--- src/rtl/pcie_tx_scrambler.sv ---
// PCIe Gen1/Gen2 single-lane TX scrambler (G(x)=x^16+x^5+x^4+x^3+1) with a 2-entry skid buffer.
// Define PCIE_TX_SCRAMBLER_DBG_EN to expose the live LFSR state on lfsr_dbg_o.
module pcie_tx_scrambler #(
  parameter logic [15:0] LFSR_SEED = 16'hFFFF
) (
  input  logic        clk_i,
  input  logic        rst_i,
  input  logic        bypass_scrambler_i,
  input  logic [7:0]  data_i,
  input  logic        k_i,
  input  logic        valid_i,
  output logic        ready_o,
  output logic [7:0]  data_o,
  output logic        k_o,
  output logic        valid_o,
  input  logic        ready_i
`ifdef PCIE_TX_SCRAMBLER_DBG_EN
  ,
  output logic [15:0] lfsr_dbg_o
`endif
);

  localparam int unsigned DataW = 8;
  localparam int unsigned LfsrW = 16;
  localparam logic [DataW-1:0] SymCom = 8'hBC;
  localparam logic [DataW-1:0] SymSkp = 8'h1C;
  localparam logic [LfsrW-1:0] LfsrPoly = 16'h0039;

  logic [LfsrW-1:0] lfsr_q, lfsr_d, lfsr_adv;
  logic [DataW-1:0] scr_bits;
  logic [DataW-1:0] in_data;
  logic             is_com, is_skp;
  logic             in_xfer, out_xfer;

  logic [DataW-1:0] e0_data_q, e0_data_d, e1_data_q, e1_data_d;
  logic             e0_k_q, e0_k_d, e1_k_q, e1_k_d;
  logic             e0_vld_q, e0_vld_d, e1_vld_q, e1_vld_d;

  assign in_xfer  = valid_i && ready_o;
  assign out_xfer = e0_vld_q && ready_i;
  assign is_com   = k_i && (data_i == SymCom);
  assign is_skp   = k_i && (data_i == SymSkp);

  // Serial LFSR unrolled 8 times; bit i of the keystream is lfsr[15] before step i.
  always_comb begin
    lfsr_adv = lfsr_q;
    scr_bits = '0;
    for (int i = 0; i < int'(DataW); i++) begin
      scr_bits[i] = lfsr_adv[LfsrW-1];
      lfsr_adv    = {lfsr_adv[LfsrW-2:0], 1'b0} ^ (lfsr_adv[LfsrW-1] ? LfsrPoly : '0);
    end
  end

  // K symbols and bypassed bytes pass through; the LFSR sequencing is unaffected by bypass.
  always_comb begin
    in_data = (k_i || bypass_scrambler_i) ? data_i : (data_i ^ scr_bits);
    lfsr_d  = lfsr_q;
    if (in_xfer) begin
      if (is_com) begin
        lfsr_d = LFSR_SEED;
      end else if (!is_skp) begin
        lfsr_d = lfsr_adv;
      end
    end
  end

  // Skid buffer: entry 0 feeds the outputs, entry 1 catches the byte accepted during a stall.
  always_comb begin
    e0_data_d = e0_data_q;
    e0_k_d    = e0_k_q;
    e0_vld_d  = e0_vld_q;
    e1_data_d = e1_data_q;
    e1_k_d    = e1_k_q;
    e1_vld_d  = e1_vld_q;
    if (e1_vld_q) begin
      if (out_xfer) begin
        e0_data_d = e1_data_q;
        e0_k_d    = e1_k_q;
        e1_vld_d  = 1'b0;
      end
    end else if (!e0_vld_q || out_xfer) begin
      if (in_xfer) begin
        e0_data_d = in_data;
        e0_k_d    = k_i;
      end
      e0_vld_d = in_xfer;
    end else if (in_xfer) begin
      e1_data_d = in_data;
      e1_k_d    = k_i;
      e1_vld_d  = 1'b1;
    end
  end

  always_ff @(posedge clk_i or posedge rst_i) begin
    if (rst_i) begin
      lfsr_q    <= LFSR_SEED;
      e0_data_q <= '0;
      e0_k_q    <= 1'b0;
      e0_vld_q  <= 1'b0;
      e1_data_q <= '0;
      e1_k_q    <= 1'b0;
      e1_vld_q  <= 1'b0;
    end else begin
      lfsr_q    <= lfsr_d;
      e0_data_q <= e0_data_d;
      e0_k_q    <= e0_k_d;
      e0_vld_q  <= e0_vld_d;
      e1_data_q <= e1_data_d;
      e1_k_q    <= e1_k_d;
      e1_vld_q  <= e1_vld_d;
    end
  end

  assign ready_o = ~e1_vld_q;
  assign data_o  = e0_data_q;
  assign k_o     = e0_k_q;
  assign valid_o = e0_vld_q;

`ifdef PCIE_TX_SCRAMBLER_DBG_EN
  assign lfsr_dbg_o = lfsr_q;
`endif

endmodule

--- config.mk ---
export PLATFORM = sky130hd
export DESIGN_NAME = pcie_tx_scrambler
export DESIGN_NICKNAME = d
export VERILOG_FILES = /design/src/rtl/pcie_tx_scrambler.sv
export SDC_FILE = /design/constraint.sdc
export NUM_CORES = 1
export LEC_CHECK = 0
export CORE_MARGIN = 2
export CORE_UTILIZATION = 40
export CTS_CLUSTER_SIZE = 30
export DETAILED_ROUTE_END_ITERATION = 16
export PLACE_DENSITY_LB_ADDON = 0.3
export SLEW_MARGIN = 20
export SYNTH_ARGS = -nofsm -noshare
export SYNTH_HDL_FRONTEND = slang
export SYNTH_SLANG_ARGS = --single-unit
--- constraint.sdc ---
create_clock -name clk_i -period 4.15 [get_ports clk_i]
set_input_delay 1.245 -clock clk_i [delete_from_list [all_inputs] [get_ports clk_i]]
set_output_delay 1.245 -clock clk_i [all_outputs]
set_load 0.01 [all_outputs]
==> results of run 1 <==
==> routing by layer <==
layer	routed length, µm	up-vias
li1	-	661
met1	1550	596
met2	1730	24
met3	114	5
met4	42	0
met5	0	-
==> synthesized netlist by cell type (all sizes together), types with 4 or more instances <==
library cell / count
buf: 10
nand2: 15
o21ai: 11
a21oi: 9
xnor2: 18
nor3b: 8
dfstp: 16
xor2: 12
o22a: 6
mux2: 9
inv: 4
nor2: 13
mux2i: 9
dfrtp: 20
==> worst max-delay path, stage by stage <==
cell and delay, ns:
clkdlybuf4s50_1 0.54, nor2b_1 0.49, and3_1 0.48, mux2_1 0.37
==> path summary, 6_finish.rpt <==
path                       cells past startpoint       from           end  slack (ns)
setup reg to reg                               3   e1_vld_q  e1_data_q[5]        2.26
setup / recovery                               4    valid_i  e1_data_q[5]        1.19
min in group asynchronous                      2      rst_i  e1_data_q[3]        1.40
max in group asynchronous                      3      rst_i     lfsr_q[2]        1.99
hold reg to reg                                2  data_o[0]     data_o[0]        0.48
hold / removal                                 2  data_o[0]     data_o[0]        0.48
==> flip-flops by register name, summed over array words and instances, names as in the netlist <==
register / cells
valid_o: 1
k_o: 1
data_o: 8
e1_k_q: 1
e1_vld_q: 1
lfsr_q: 16
e1_data_q: 8
==> layout make-up <==
class	instances	area, µm²
clock buffers	6	82.6
clock inverters	2	10.0
fillers	447	2420
inverters	4	15.0
multi-input cells	127	931
flip-flops and latches	36	921
well taps	54	67.6
repair buffers	25	248
==> cells in the final DEF (no fill, tap or decap), drive strengths merged <==
master | Yosys | final
a21oi | 9 | 9
a221oi | 2 | 2
a22o | 1 | 1
a32oi | 1 | 1
a41oi | 1 | 1
and3 | 2 | 2
and4b | 1 | 1
buf | 10 | 1
clkbuf | 1 | 6
clkdlybuf4s50 | 0 | 24
clkinv | 0 | 2
dfrtp | 20 | 20
dfstp | 16 | 16
inv | 4 | 4
mux2 | 9 | 9
mux2i | 9 | 9
nand2 | 15 | 15
nand2b | 2 | 2
nand3 | 2 | 2
nor2 | 13 | 13
nor2b | 1 | 1
nor3b | 8 | 8
o21a | 1 | 1
o21ai | 11 | 11
o22a | 6 | 6
o32ai | 3 | 3
xnor2 | 18 | 18
xor2 | 12 | 12
==> kinds of logic after synthesis <==
family / synth area share (%)
mux: 9.89
xor+xnor: 13.6
buf+inv: 4.33
compound gates: 12.8
simple gates: 11.8
flops: 47.6
==> power by group through the flow <==
stage	sequential (mW)	combinational, mW	clock [mW]
after floorplan	0.699	0.658	0
after global placement	0.746	0.803	0
after detailed placement	0.752	0.815	0
after CTS	0.746	0.821	0.257
after global routing	0.773	0.899	0.273
final	0.744	0.808	0.249
==> metrics by stage <==
stage	hold WS [ns]	cell area, µm²	power [mW]	utilization, %
6_report	0.482	2270	1.80	48.5
5_1_grt	0.507	2270	1.94	48.5
4_1_cts	0.490	2270	1.82	48.5
3_5_place_dp	0.474	2180	1.57	46.5
3_3_place_gp	0.466	2180	1.55	46.5
2_1_floorplan	0.457	1940	1.36	-
==> metrics.txt, run 1 <==
worst vdd ir about 0.31 mV; Starting Density between 40 and 50%; Async S/R FF share, synth 100%; PortBufs 24; Vias per Instance around 5; Pleak 0.927 nW; clock tree buffer depth 2; CTS Buf Count 5; Slew @ Worst Pin about 0.76 ns; Hold Crit Class flop to flop; Post-synth EDFFs 0; Clk network pwr share around 14%; Critical Path End Type flop; busiest layer in global routing met2; via count approximately 1300; met1 Usage GRT between 10% and 20%; Synth cell types 34; cells after synthesis approximately 180; placed insts around 250; largest net degree at the start of global routing 22; M3 GR Usage 3.29%; PwrDens 792 mW/mm²; setup_tns 0 ns; IO Pins 25; Req. time, crit path about 4.3 ns; DR iter-0 viols 45; worst skew pair latency about 0.28 ns; Worst setup SP type input port; top-area cell type share of the netlist area between 20 and 30%; clock root cell clkbuf_8; Seq pwr share 41.3%; final count of hold timing violations 0; gpl congestion approximately 0.72; RSZ-0062 raised after global routing false; synth top area cells dfrtp_1, dfstp_2, xnor2_1, xor2_1, mux2_1; sequential fraction of the synthesis area a little under half; post-synth top area cell dfrtp_1; Max H-tree Level 2; die extent in y between 70 and 80 µm; Final Cycle Share 71.3%; placed wire-length estimate 2580 µm; hold_buf cts 0; DP Worst Slack roughly 0.90 ns; net switching power 0.640 mW; Area Growth Syn to Fin 17.5%; final-report setup violation count 0; post-CTS sizing 0; antenna violations before repair 0; Routed Wire Length around 3400 µm; share of cells above drive strength 1 approximately 16%; Final Net Count about 210; die width about 74 µm; clk sinks 36; Post-CTS Setup Bufs 0; Syn Std Cell Area between 0.0015 and 0.002 mm²; Synth Flop Type dfrtp_1; vias in the first global route about 1300; Antenna diodes 0; detailed-router iteration count before antenna repair 4; grt met2 use between 20% and 30%; Cell Int Power ~1.2 mW; syn nets approximately 190; status complete, no violations; Worst Path Arrival about 3.1 ns; Final min period 2.96 ns; Die ar. approximately 0.0054 mm²; global-route wire length before repair 5800 µm; Crit Path Category input port to flop; Combinational Power Share ~45%; drt drc 0; fmax 0.338 GHz; critical path peak fanout 9; Core Area between 0.004 and 0.005 mm²; skew final roughly 0.0051 ns; post-synthesis register bit count 36; max_cap viols 0; grt total ovfl 0; DR WL/cell around 14 µm; Avg Cell Area, Syn between 10 and 15 µm²; TritonCTS clock tree yes; clock transition at the registers of the reported paths around 0.07 ns; Detail Route Antenna Nets 0; Sw Share around 36%; Layout Cells excl Fill about 250; Rows 25; Max transition margin ~49%; worst setup margin ~1.2 ns; Synth warnings 0; fin. max-slew vios 0; Total GRT Usage 14.1%
Power figures use the tool's default switching activity.
==> run 2: changes to the inputs <==
clock period = 2.8 ns   (was 4.15 ns; I/O delays follow)
==> metrics.txt, run 2 (same netlist as run 1, synthesis figures left out) <==
status complete, no violations; die width between 70 and 80 µm; gpl congestion slightly below 0.8; DP Worst Slack around 0.31 ns; hold_buf cts 0; final-report setup violation count 0; fmax between 0.4 and 0.5 GHz; Area Growth Syn to Fin 19.3%; Critical path buffers and inverters 2; Fill cells roughly 450; clock root cell clkbuf_8; Hold Crit Class flop to flop; Detail Route Antenna Nets 0; Critical Path End Type output pin; DR iter-0 viols 35; die extent in y between 70 and 80 µm; Worst path top cell family by delay buffers and inverters; setup_tns 0 ns; post-CTS sizing 0; via count ~1300; commonest non-fill, non-tap cell in the layout clkdlybuf4s50_1; Post-CTS Setup Bufs 0; Req. time, crit path between 1.5 and 2 ns; Reg area ~900 µm²; grt total ovfl 0; Slowest-stage cell, CP clkdlybuf4s50_1; Multi-input gate area 931 µm²; highest-count cells in the layout ignoring fill and taps clkdlybuf4s50_1, dfrtp_1, xnor2_1, dfstp_2, nand2_1; Final Net Count around 220; final count of hold timing violations 0; Worst Path Arrival ~1.6 ns; Hold EP k_o; Worst R2R Setup Slack 1.24 ns; IO Pins 25; Pleak roughly 0.94 nW; skew final roughly 0.0051 ns; Starting Density ~41%; Core Area about 0.0047 mm²; Die ar. between 0.005 and 0.006 mm²; Final Cycle Share between 80% and 90%; Crit Path Category flop to output pin; r2r endpoint e1_data_q[4]; TritonCTS clock tree yes; drt drc 0; Vias per Instance approximately 5.0; critical path peak fanout 9; Total GRT Usage 14.5%; clock transition at the registers of the reported paths 0.07 ns; largest net degree at the start of global routing 37; worst skew pair latency between 0.2 and 0.3 ns; Worst setup SP type flop; Max H-tree Level 2; Routed Wire Length 3490 µm; antenna violations before repair 0; Antenna diodes 0; R2R Path Start e1_vld_q; worst vdd ir 0.532 mV; global-route wire length before repair a little under 6000 µm; DR WL/cell 13.6 µm; hold_sp k_o; max_cap viols 0; Final Core Density about half; Final min period 2.41 ns; CP Cell Sequence inv_2, clkdlybuf4s50_1; Slew @ Worst Pin between 0.5 and 0.6 ns; fin. max-slew vios 0; placed wire-length estimate roughly 2500 µm; worst setup margin between 0.3 and 0.4 ns; PwrDens about 1200 mW/mm²; PortBufs 24; share of cells above drive strength 1 between 15 and 20%; Largest register FFs 16; Hold WS around 0.49 ns; vias in the first global route between 1000 and 1500; clock tree buffer depth 2; Top reg by flops lfsr_q; RSZ-0062 raised after global routing false; Rows 25; WHS Path Cells 2; Max transition margin a little over three fifths; clk sinks 36; CTS Buf Count 5; Critical Path Max Stage Delay just under 0.6 ns; Worst Reg-to-Reg Cells 3; detailed-router iteration count before antenna repair 4
==> run 2: cell type report <==
class	count	area share [%]
multi-input cells	127	40.3
flip-flops and latches	36	39.9
repair buffers	27	11.4
clock buffers	5	2.98
well taps	54	2.93
clock inverters	3	1.84
inverters	4	0.650
==> run 2: how the worst max path moves through the flow <==
stage / start / end / slack [ns] / cells after the start
finish: e1_vld_q / ready_o / 0.39 / 2
global placement: k_i / lfsr_q[5] / 0.33 / 4
global route: e1_vld_q / ready_o / 0.33 / 2
CTS: e1_vld_q / ready_o / 0.37 / 2
floorplan: valid_i / e1_data_q[0] / 0.97 / 5
detailed placement: valid_i / e1_data_q[5] / 0.31 / 4
==> run 2: stage by stage <==
| stage | instances | power, mW | cell area, µm² |
|---|---|---|---|
| floorplan | 178 | 2.01 | 1940 |
| global placement | 248 | 2.30 | 2200 |
| detailed placement | 248 | 2.32 | 2200 |
| CTS | 256 | 2.79 | 2310 |
| global route | 256 | 2.98 | 2310 |
| finish | 256 | 2.76 | 2310 |
==> run 2: where the power goes <==
group          switching (mW)  leakage (nW)  internal [mW]  total, mW
Sequential              0.234         0.411          0.864       1.10
Clock                   0.191        0.0541          0.263      0.454
Combinational           0.533         0.475          0.672       1.20
==> run 2: worst min-delay path, stage by stage, from the launching register on <==
cell     delay (ns)
dfrtp_1        0.34
nand2_1        0.05
o21ai_1        0.06
==> run 2: routing by layer <==
metal	share of wire (%)	track usage, %	wire length [µm]
met5	0	0	0
met4	1.5	6.67	51
met3	2.9	3.02	102
met2	49	24.6	1720
met1	46	17.6	1620
